===== src/rtl/reg_file_arbiter.sv =====
// Two-client arbiter and access sequencer for the 32x32 dual-read register file.
// Define REG_ARB_FIXED_PRIORITY_EN to make client 0 win every contention (default: round-robin).
module reg_file_arbiter #(
  parameter int unsigned DATA_WIDTH = 32,
  parameter int unsigned ADDR_WIDTH = 5
) (
  input  logic                  clk,
  input  logic                  rst_n,
  input  logic                  req0,
  input  logic                  req1,
  input  logic                  we0,
  input  logic                  we1,
  input  logic [ADDR_WIDTH-1:0] addr_r1_0,
  input  logic [ADDR_WIDTH-1:0] addr_r1_1,
  input  logic [ADDR_WIDTH-1:0] addr_r2_0,
  input  logic [ADDR_WIDTH-1:0] addr_r2_1,
  input  logic [ADDR_WIDTH-1:0] addr_w_0,
  input  logic [ADDR_WIDTH-1:0] addr_w_1,
  input  logic [DATA_WIDTH-1:0] data_w_0,
  input  logic [DATA_WIDTH-1:0] data_w_1,
  output logic                  ack0,
  output logic                  ack1,
  output logic [DATA_WIDTH-1:0] rdata1_0,
  output logic [DATA_WIDTH-1:0] rdata1_1,
  output logic [DATA_WIDTH-1:0] rdata2_0,
  output logic [DATA_WIDTH-1:0] rdata2_1,
  output logic                  rf_read,
  output logic                  rf_write,
  output logic [ADDR_WIDTH-1:0] rf_addr_r1,
  output logic [ADDR_WIDTH-1:0] rf_addr_r2,
  output logic [ADDR_WIDTH-1:0] rf_addr_w,
  output logic [DATA_WIDTH-1:0] rf_data_w,
  input  logic [DATA_WIDTH-1:0] rf_data_r1,
  input  logic [DATA_WIDTH-1:0] rf_data_r2,
  output logic                  busy,
  output logic                  gnt
);

  typedef enum logic [1:0] {IDLE, ISSUE, CAPTURE, DONE} state_t;

  state_t                state, state_d;
  logic                  gnt_d, win;
  logic                  rf_read_d, rf_write_d, ack0_d, ack1_d, busy_d;
  logic [ADDR_WIDTH-1:0] rf_addr_r1_d, rf_addr_r2_d, rf_addr_w_d;
  logic [DATA_WIDTH-1:0] rf_data_w_d;
  logic [DATA_WIDTH-1:0] rdata1_0_d, rdata1_1_d, rdata2_0_d, rdata2_1_d;

  // Winner of the IDLE grant edge; gnt holds the previous grant.
`ifdef REG_ARB_FIXED_PRIORITY_EN
  assign win = ~req0;
`else
  assign win = (req0 & req1) ? ~gnt : req1;
`endif

  always_ff @(posedge clk or negedge rst_n) begin
    if (!rst_n) begin
      state      <= IDLE;
      gnt        <= 1'b1;
      rf_read    <= 1'b0;
      rf_write   <= 1'b0;
      rf_addr_r1 <= '0;
      rf_addr_r2 <= '0;
      rf_addr_w  <= '0;
      rf_data_w  <= '0;
      ack0       <= 1'b0;
      ack1       <= 1'b0;
      rdata1_0   <= '0;
      rdata1_1   <= '0;
      rdata2_0   <= '0;
      rdata2_1   <= '0;
      busy       <= 1'b0;
    end else begin
      state      <= state_d;
      gnt        <= gnt_d;
      rf_read    <= rf_read_d;
      rf_write   <= rf_write_d;
      rf_addr_r1 <= rf_addr_r1_d;
      rf_addr_r2 <= rf_addr_r2_d;
      rf_addr_w  <= rf_addr_w_d;
      rf_data_w  <= rf_data_w_d;
      ack0       <= ack0_d;
      ack1       <= ack1_d;
      rdata1_0   <= rdata1_0_d;
      rdata1_1   <= rdata1_1_d;
      rdata2_0   <= rdata2_0_d;
      rdata2_1   <= rdata2_1_d;
      busy       <= busy_d;
    end
  end

  always_comb begin
    state_d      = state;
    gnt_d        = gnt;
    rf_read_d    = 1'b0;
    rf_write_d   = 1'b0;
    rf_addr_r1_d = rf_addr_r1;
    rf_addr_r2_d = rf_addr_r2;
    rf_addr_w_d  = rf_addr_w;
    rf_data_w_d  = rf_data_w;
    ack0_d       = 1'b0;
    ack1_d       = 1'b0;
    rdata1_0_d   = rdata1_0;
    rdata1_1_d   = rdata1_1;
    rdata2_0_d   = rdata2_0;
    rdata2_1_d   = rdata2_1;
    case (state)
      IDLE: begin
        if (req0 | req1) begin
          gnt_d   = win;
          state_d = ISSUE;
          if (win) begin
            rf_addr_r1_d = addr_r1_1;
            rf_addr_r2_d = addr_r2_1;
            rf_addr_w_d  = addr_w_1;
            rf_data_w_d  = data_w_1;
            rf_read_d    = ~we1;
            rf_write_d   = we1;
          end else begin
            rf_addr_r1_d = addr_r1_0;
            rf_addr_r2_d = addr_r2_0;
            rf_addr_w_d  = addr_w_0;
            rf_data_w_d  = data_w_0;
            rf_read_d    = ~we0;
            rf_write_d   = we0;
          end
        end
      end
      ISSUE: begin
        // rf_write being high identifies the in-flight transaction as a write.
        if (rf_write) begin
          state_d = DONE;
          ack0_d  = ~gnt;
          ack1_d  = gnt;
        end else begin
          state_d   = CAPTURE;
          rf_read_d = 1'b1;
        end
      end
      CAPTURE: begin
        state_d = DONE;
        ack0_d  = ~gnt;
        ack1_d  = gnt;
        if (gnt) begin
          rdata1_1_d = rf_data_r1;
          rdata2_1_d = rf_data_r2;
        end else begin
          rdata1_0_d = rf_data_r1;
          rdata2_0_d = rf_data_r2;
        end
      end
      DONE:    state_d = IDLE;
      default: state_d = IDLE;
    endcase
    busy_d = (state_d != IDLE);
  end

endmodule


===== config.mk =====
export PLATFORM = sky130hd
export DESIGN_NAME = reg_file_arbiter
export DESIGN_NICKNAME = d
export VERILOG_FILES = /design/src/rtl/reg_file_arbiter.sv
export SDC_FILE = /design/constraint.sdc
export NUM_CORES = 1
export LEC_CHECK = 0
export ABC_AREA = 1
export CORE_MARGIN = 3
export CORE_UTILIZATION = 39
export CTS_BUF_LIST = sky130_fd_sc_hd__clkbuf_8
export CTS_CLUSTER_DIAMETER = 120
export DETAILED_ROUTE_END_ITERATION = 8
export GPL_TIMING_DRIVEN = 0
export PLACE_DENSITY = 0.79
export SLEW_MARGIN = 10
export SYNTH_ARGS = -nofsm -noshare
export SYNTH_HDL_FRONTEND = slang
export SYNTH_SLANG_ARGS = --single-unit

===== constraint.sdc =====
create_clock -name clk -period 1.29 [get_ports clk]
set_input_delay 0.1935 -clock clk [delete_from_list [all_inputs] [get_ports clk]]
set_output_delay 0.1935 -clock clk [all_outputs]
set_load 0.01 [all_outputs]

==> results.cfg, run 1 <==
[status]
status = complete, but fails checks
violations = setup timing

[synth]
ys.flop_type = dfrtp_1
syn_inst = 920
yosysMostFrequentCell = nand2_1
synth_top_area_cell = dfrtp_1
ys_types = 18
synth.top_cell.area_share = 0.589
synth-seq-area-share = 0.592
ys_ff_latch = 183
ys_top_cells_by_area = dfrtp_1 59%, nand2_1 14%, inv_1 8.0%, o21ai_0 6.9%, nand3_1 6.3%
synthesis.nets = 1087
synth_warnings = 0
async_flop_share = 1.00
synth_edf_count = 0
syn_area_per_cell_um2 = 8.41
synthTopCellsByCount = 282 x nand2_1, 182 x dfrtp_1, 165 x inv_1, 107 x o21ai_0, 97 x nand3_1
syn_area_mm2 = 0.00774

[route]
drtPass1Iterations = 5
drt_wl_total_um = 29700
first_iter_violations = 409
viasPerCell = 4.91
via_count = 8163
ant_nets = 0
remaining_drc_errors = 0
avgRoutedWirePerCell_um = 17.9

[sta]
holdWs_ns = 0.244
hold_viol = 0
setup_slack_ns = -0.172
rsz0062_at_grt = true
worst_pin_slew_ns = 0.585
slew_headroom = 0.610
period_share = 1.13
finalSetupViolations = 176
clock.fmax_mhz = 684
fin_skew_ns = 0.0227
period_minus_slack_ns = 1.46
slew_viol_final = 0

[setup_path]
critPathCaptureType = register
reg2reg_to = rdata2_0[23]$_DFFE_PN0P_
critPathKind = reg -> reg
reg2reg_setup_slack_ns = -0.17
critPathRequiredTime_ns = 1.68
worstPathMaxFanout = 8
arrival_ns = 1.85
start_kind = register
rr_worst_depth = 7
r2r-start = gnt$_DFFE_PN1P_

[grt]
antenna_found_initial = 1
grt.overflow.total = 0
grt_util_all_layers = 0.246
grt_max_degree = 103
grt_pass1_wl_um = 42300
grt_pass1_vias = 7907

[cts]
clock_latency_ns = 0.47
cts_buffers = 17
clock_sinks = 183
cts.path.max_buffers = 2
htree_levels = 4
cts.clk_slew.worst_paths_ns = 0.11
clk_root_buffer_cell = clkbuf_8
cts_tree = done

[layout]
finish.instance_area_mm2 = 0.0135
areaGrowthSynthToFinish_pct = 74.0
nNetsFinal = 1555
drive_above_1_share = 0.405
final_core_util = 0.706

[die]
coreArea_mm2 = 0.0191
die_w_um = 147
row_count = 50
ioPinCount = 345
start_util = 0.406
die_h_um = 147
dieArea_mm2 = 0.0216

[placement]
portBuffers = 343
gp_congestion = 0.830
pre_cts_slack_ns = -0.477
hpwl_um = 19000
place_area_mm2 = 0.0115

[run]
drv_cap = 0

[pwr]
p_leak_nw = 7.20
power.density_mw_per_mm2 = 2410
vdd_ir_drop_max_v = 0.000959
power_mw = 32.4

[min_path]
hp-class = in -> async
==> metal layers <==
| metal | routed length [um] | GRT usage | vias to the layer above |
|---|---|---|---|
| met5 | 0 | 0 | - |
| met1 | 10600 | 0.290 | 3922 |
| met2 | 15500 | 0.434 | 409 |
| li1 | - | - | 3758 |
| met3 | 2470 | 0.0623 | 74 |
| met4 | 1150 | 0.0950 | 0 |
==> power breakdown <==
group | internal (mW) | switching (mW) | total, mW
clock | 1.45 | 2.39 | 3.84
combinational | 8.82 | 9.36 | 18.2
sequential | 8.61 | 1.79 | 10.4
total | 18.9 | 13.5 | 32.4
==> state kept, by name (all words and copies together), names as in the netlist, 2 cells and up <==
signal      cells
state           2
rf_addr_r2      5
rf_addr_w       5
rdata2_1       32
rdata2_0       32
rdata1_1       32
rdata1_0       32
rf_data_w      32
rf_addr_r1      5
==> logic make-up after synthesis <==
| group | after synthesis | share of synthesized area |
|---|---|---|
| fa+ha+maj | 3 | 0.00485 |
| buf+inv | 219 | 0.115 |
| flops | 183 | 0.592 |
| compound gates | 131 | 0.0852 |
| simple gates | 384 | 0.203 |
==> stage by stage <==
| stage | setup TNS, ns | instances |
|---|---|---|
| floorplan | 0 | 920 |
| global placement | -1417.11 | 1523 |
| detailed placement | -55.83 | 1524 |
| CTS | -14.24 | 1635 |
| global route | -26.22 | 1662 |
| finish | -15.87 | 1662 |
==> worst max path at each step <==
stage,startpoint,end,depth (start not counted)
2_1_floorplan,gnt$_DFFE_PN1P_,rf_addr_r1[0]$_DFFE_PN0P_,7
3_3_place_gp,rst_n,rf_data_w[27]$_DFFE_PN0P_,1
3_5_place_dp,state[0]$_DFF_PN0_,rdata2_1[5]$_DFFE_PN0N_,6
4_1_cts,gnt$_DFFE_PN1P_,gnt,1
5_1_grt,gnt$_DFFE_PN1P_,rf_data_w[2]$_DFFE_PN0P_,7
6_report,gnt$_DFFE_PN1P_,rdata2_0[23]$_DFFE_PN0P_,7
==> layout by cell type (no fill, tap or decap), types with 5 or more instances in the layout <==
| cell | instances |
|---|---|
| clkinv_4 | 5 |
| nand2_4 | 37 |
| buf_6 | 25 |
| o21ai_0 | 6 |
| nand3_2 | 42 |
| buf_8 | 11 |
| nand2_1 | 189 |
| dfrtp_1 | 182 |
| nand3_1 | 53 |
| o21ai_1 | 74 |
| clkbuf_8 | 20 |
| clkdlybuf4s50_1 | 161 |
| clkbuf_16 | 11 |
| inv_8 | 5 |
| buf_2 | 177 |
| clkbuf_2 | 6 |
| buf_4 | 82 |
| o21ai_2 | 50 |
| inv_1 | 161 |
| buf_12 | 14 |
| nand2_2 | 54 |
==> layout make-up <==
class / count / area (um2)
fill: 1378 / 5620
multi-input combinational: 519 / 3180
tap: 260 / 325
timing repair buffer: 449 / 3690
sequential: 183 / 4580
clock inverter: 15 / 155
inverter: 165 / 627
antenna: 1 / 2.50
clock buffer: 17 / 234
buffer: 53 / 664
==> critical path, cell delays in order (launching register included) <==
cell and delay (ns):
dfstp_2 0.66, buf_12 0.14, inv_6 0.03, nand2_8 0.10
buf_12 0.16, clkbuf_16 0.15, nand2_1 0.05, o21ai_1 0.07
==> what timing repair did <==
| item | in CTS | in global routing |
|---|---|---|
| buffers inserted | 71 | 14 |
| hold buffers | 1 | 0 |
| gates resized for setup | 860 | 343 |
| pin swaps | 19 | 27 |
| gates cloned | 7 | 14 |
| endpoints found under the setup margin | 361 | 305 |
| hold endpoints to repair | 81 | 0 |
No activity file was read; power rests on OpenSTA's default activity.
==> run 2: changes to the inputs <==
Settings changed: PLACE_DENSITY 0.79 to 0.87.
==> results.cfg, run 2 (synthesized netlist as in run 1, its figures left out) <==
[setup_path]
cp_cell_sequence = inv_2 -> ha_4 -> inv_4 -> nor2_4 -> buf_8 -> clkbuf_16 -> nand3_2 -> nand2_1
start_kind = register
critPathCaptureType = register
slowest_stage = dfrtp_1
arrival_ns = 1.85
slowest_delay_ns = 0.41
critPathKind = reg -> reg
crit_buf_inv = 4
critPathRequiredTime_ns = 1.69
worstPathMaxFanout = 6
crit_family = buffers and inverters

[min_path]
hp-class = in -> async

[grt]
grt.overflow.total = 0
grt_max_degree = 101
antenna_found_initial = 0
grt_pass1_vias = 8140
grt_pass1_wl_um = 42600
grt_util_all_layers = 0.247

[sta]
hold_viol = 0
slew_viol_final = 0
holdWs_ns = 0.271
worst_pin_slew_ns = 0.528
setup_slack_ns = -0.158
period_minus_slack_ns = 1.45
fin_skew_ns = 0.0181
rsz0062_at_grt = true
clock.fmax_mhz = 691
finalSetupViolations = 179
slew_headroom = 0.648
period_share = 1.12

[cts]
cts_tree = done
clk_root_buffer_cell = clkbuf_8
cts.clk_slew.worst_paths_ns = 0.11
cts_buffers = 17
htree_levels = 4
cts.path.max_buffers = 2
clock_latency_ns = 0.46
clock_sinks = 183

[route]
remaining_drc_errors = 0
first_iter_violations = 409
drtPass1Iterations = 5
drt_wl_total_um = 29000
ant_nets = 0
viasPerCell = 5.01
via_count = 8227
avgRoutedWirePerCell_um = 17.7

[die]
die_w_um = 147
start_util = 0.406
row_count = 50
dieArea_mm2 = 0.0216
ioPinCount = 345
coreArea_mm2 = 0.0191
die_h_um = 147

[pwr]
sw_frac_of_total = 0.416
power.density_mw_per_mm2 = 2390
p_int_mw = 17.8
seqPwrFrac = 0.334
power_frac_comb = 0.540
power.clock.fraction = 0.126
vdd_ir_drop_max_v = 0.00119
switching_power_mw = 12.7
p_leak_nw = 6.92

[layout]
layout_commonest_cell = nand2_1
nNetsFinal = 1536
final_core_util = 0.668
n_antenna_cell = 0
areaGrowthSynthToFinish_pct = 64.6
layout.cells.non_filler = 1642
final_cell_mix = 256 x nand2_1, 185 x buf_2, 182 x dfrtp_1, 162 x inv_1, 161 x clkdlybuf4s50_1
drive_above_1_share = 0.318

[placement]
portBuffers = 343
pre_cts_slack_ns = -0.544
gp_congestion = 0.829
hpwl_um = 19400
placedCellCount = 1524

[status]
status = complete, but fails checks
violations = setup timing

[run]
drv_cap = 0
[run 2: cell count changes in the layout (fill, tap and decap cells not counted), moves of 4 or more]
cell / delta
buf_12: -7
buf_2: +8
buf_4: -16
buf_6: -4
buf_8: +6
nand2_1: +67
nand2_2: -35
nand2_4: -33
nand3_1: +13
nand3_2: -14
o21ai_0: +29
o21ai_2: -27
[run 2: layer usage]
metal	wire length, um	track usage
met1	10600	0.283
met4	899	0.0828
met3	2530	0.0666
met2	15100	0.445
met5	0	0
[run 2: metrics by stage]
stage | setup TNS [ns] | area, um2 | power [mW]
final | -15.79 | 12700 | 30.5
after floorplan | 0 | 7750 | 16.0
after CTS | -15.24 | 12100 | 28.3
after global placement | -1386.67 | 11500 | 23.8
after global routing | -25.53 | 12700 | 32.3
after detailed placement | -63.36 | 11500 | 24.4
[run 2: layout make-up]
type / instances / area (um2)
buffer: 54 / 617
clock buffer: 17 / 234
clock inverter: 15 / 159
fill: 1383 / 6340
inverter: 165 / 622
multi-input combinational: 518 / 2680
sequential: 183 / 4580
tap: 260 / 325
timing repair buffer: 430 / 3520
[run 2: power groups by stage]
stage | clock, mW | combinational, mW | sequential, mW
finish | 3.85 | 16.4 | 10.2
global route | 4.13 | 17.6 | 10.5
CTS | 3.90 | 14.3 | 10.0
detailed placement | 0 | 14.1 | 10.3
global placement | 0 | 13.6 | 10.2
floorplan | 0 | 4.52 | 11.4
[run 2: what timing repair did]
action,4_1_cts,5_1_grt
pin swaps,22,28
hold buffers,1,0
gates resized for setup,874,145
setup buffers,64,6
cloned,4,12
setup endpoints to repair,361,292
hold endpoints to repair,83,0
[run 2: worst paths after layout]
check                           cells after the start                     from                   endpoint  slack (ns)
min in group clk                                    4                     req1            gnt$_DFFE_PN1P_        0.28
worst max register to register                      8       state[0]$_DFF_PN0_  rf_addr_r1[0]$_DFFE_PN0P_       -0.16
worst min register to register                      2  rdata2_1[0]$_DFFE_PN0N_    rdata2_1[0]$_DFFE_PN0N_        0.49
max in group asynchronous                           3                    rst_n            gnt$_DFFE_PN1P_        0.14
worst max-delay path                                8       state[0]$_DFF_PN0_  rf_addr_r1[0]$_DFFE_PN0P_       -0.16
worst min-delay path                                2                    rst_n   rdata2_0[30]$_DFFE_PN0P_        0.27
==> run 3: changes to the inputs <==
Settings changed: SKIP_CTS_REPAIR_TIMING set to 1.
==> results.cfg, run 3 (synthesized netlist as in run 1, its figures left out) <==
[status]
status = complete, but fails checks
violations = hold timing, setup timing

[layout]
multi_input_area_mm2 = 0.00322
finish.instance_area_mm2 = 0.0147
regArea_mm2 = 0.00458
fillers = 1011
n_antenna_cell = 0
drive_above_1_share = 0.327
layout_commonest_cell = dfrtp_1
nNetsFinal = 1538
areaGrowthSynthToFinish_pct = 89.7
final_cell_mix = 182 x dfrtp_1, 179 x nand2_1, 162 x inv_1, 161 x clkdlybuf4s50_1, 142 x dlymetal6s2s_1

[grt]
met1_usage = 0.264
grt.busiest_layer = met2
grt.overflow.total = 0
grt_pass1_vias = 7635
grt_pass1_wl_um = 39800
globalRouteMet2Util = 0.409
grt_max_degree = 101
antenna_found_initial = 0
grt_util_all_layers = 0.230
gr-usage-met3 = 0.0697

[pwr]
power.density_mw_per_mm2 = 2440
p_leak_nw = 8.74
vdd_ir_drop_max_v = 0.00110

[die]
coreArea_mm2 = 0.0191
start_util = 0.406
die_w_um = 147
ioPinCount = 345
row_count = 50
dieArea_mm2 = 0.0216
die_h_um = 147

[run]
drv_cap = 0

[setup_path]
critPathRequiredTime_ns = 1.68
critPathKind = reg -> reg
worstPathMaxFanout = 6
critPathCaptureType = register
start_kind = register
arrival_ns = 1.98
reg2reg_setup_slack_ns = -0.29

[cts]
clk_root_buffer_cell = clkbuf_8
clock_sinks = 183
cts_buffers = 17
cts.path.max_buffers = 2
clock_latency_ns = 0.47
cts.clk_slew.worst_paths_ns = 0.11
htree_levels = 4
cts_tree = done

[route]
drt_wl_total_um = 34500
first_iter_violations = 448
avgRoutedWirePerCell_um = 21.0
viasPerCell = 5.24
drtPass1Iterations = 5
via_count = 8613
remaining_drc_errors = 0
ant_nets = 0

[placement]
gp_congestion = 0.829
place_area_mm2 = 0.0115
hpwl_um = 19400
portBuffers = 343

[sta]
period_minus_slack_ns = 1.58
fin_setup_tns_ns = -27.64
setup_slack_ns = -0.292
holdWs_ns = -0.300
fin_skew_ns = 0.0292
slew_viol_final = 0
slew_headroom = 0.561
hold_viol = 83
finalSetupViolations = 182
worst_pin_slew_ns = 0.658
clock.fmax_mhz = 632
rsz0062_at_grt = true
period_share = 1.23

[min_path]
hp-class = in -> async
==> run 3: layout make-up <==
class / count / area share
Timing Repair Buffer: 432 / 0.331
Sequential cell: 183 / 0.312
Multi-Input combinational cell: 518 / 0.220
Buffer: 54 / 0.0454
Inverter: 165 / 0.0427
Tap cell: 260 / 0.0222
Clock buffer: 17 / 0.0159
Clock inverter: 15 / 0.0108
==> run 3: metrics by stage <==
stage	setup slack (ns)	std cells	hold slack (ns)	total power, mW	utilization
floorplan	0.00859	920	-0.102	16.0	-
global placement	-7.30	1523	0.462	23.8	0.603
detailed placement	-0.544	1524	0.238	24.4	0.605
CTS	-0.589	1556	-0.284	28.2	0.625
global route	-0.366	1644	-0.288	37.4	0.769
finish	-0.292	1644	-0.300	35.8	0.769
==> run 3: routing by layer <==
metal  part of all wire  vias up
li1                   -     3730
met1               0.34     4214
met2               0.51      547
met3              0.092      122
met4              0.050        0
met5                  0        -
==> run 3: report_power, final <==
part           switching [mW]  internal [mW]
Sequential               2.06           8.62
Combinational            10.4           10.8
Clock                    2.48           1.46
Total                    14.9           20.9
==> run 3: critical path, cell delays in order, from the launching register on <==
cell and delay, ns:
dfrtp_1 0.43, inv_2 0.11, ha_4 0.16, inv_4 0.05
nor2_4 0.23, buf_8 0.19, buf_8 0.14, nand3_2 0.08
nand2_1 0.12
==> run 3: worst paths after layout <==
check / cells after the start / end / start
worst max-delay path: 8 / rf_addr_w[0]$_DFFE_PN0P_ / state[0]$_DFF_PN0_
worst min-delay path: 1 / rdata2_0[25]$_DFFE_PN0P_ / rst_n
worst max register to register: 8 / rf_addr_w[0]$_DFFE_PN0P_ / state[0]$_DFF_PN0_
worst min register to register: 2 / rf_addr_r1[0]$_DFFE_PN0P_ / rf_addr_r1[0]$_DFFE_PN0P_
max in group asynchronous: 2 / rf_addr_r1[1]$_DFFE_PN0P_ / rst_n
min in group clk: 4 / gnt$_DFFE_PN1P_ / req1
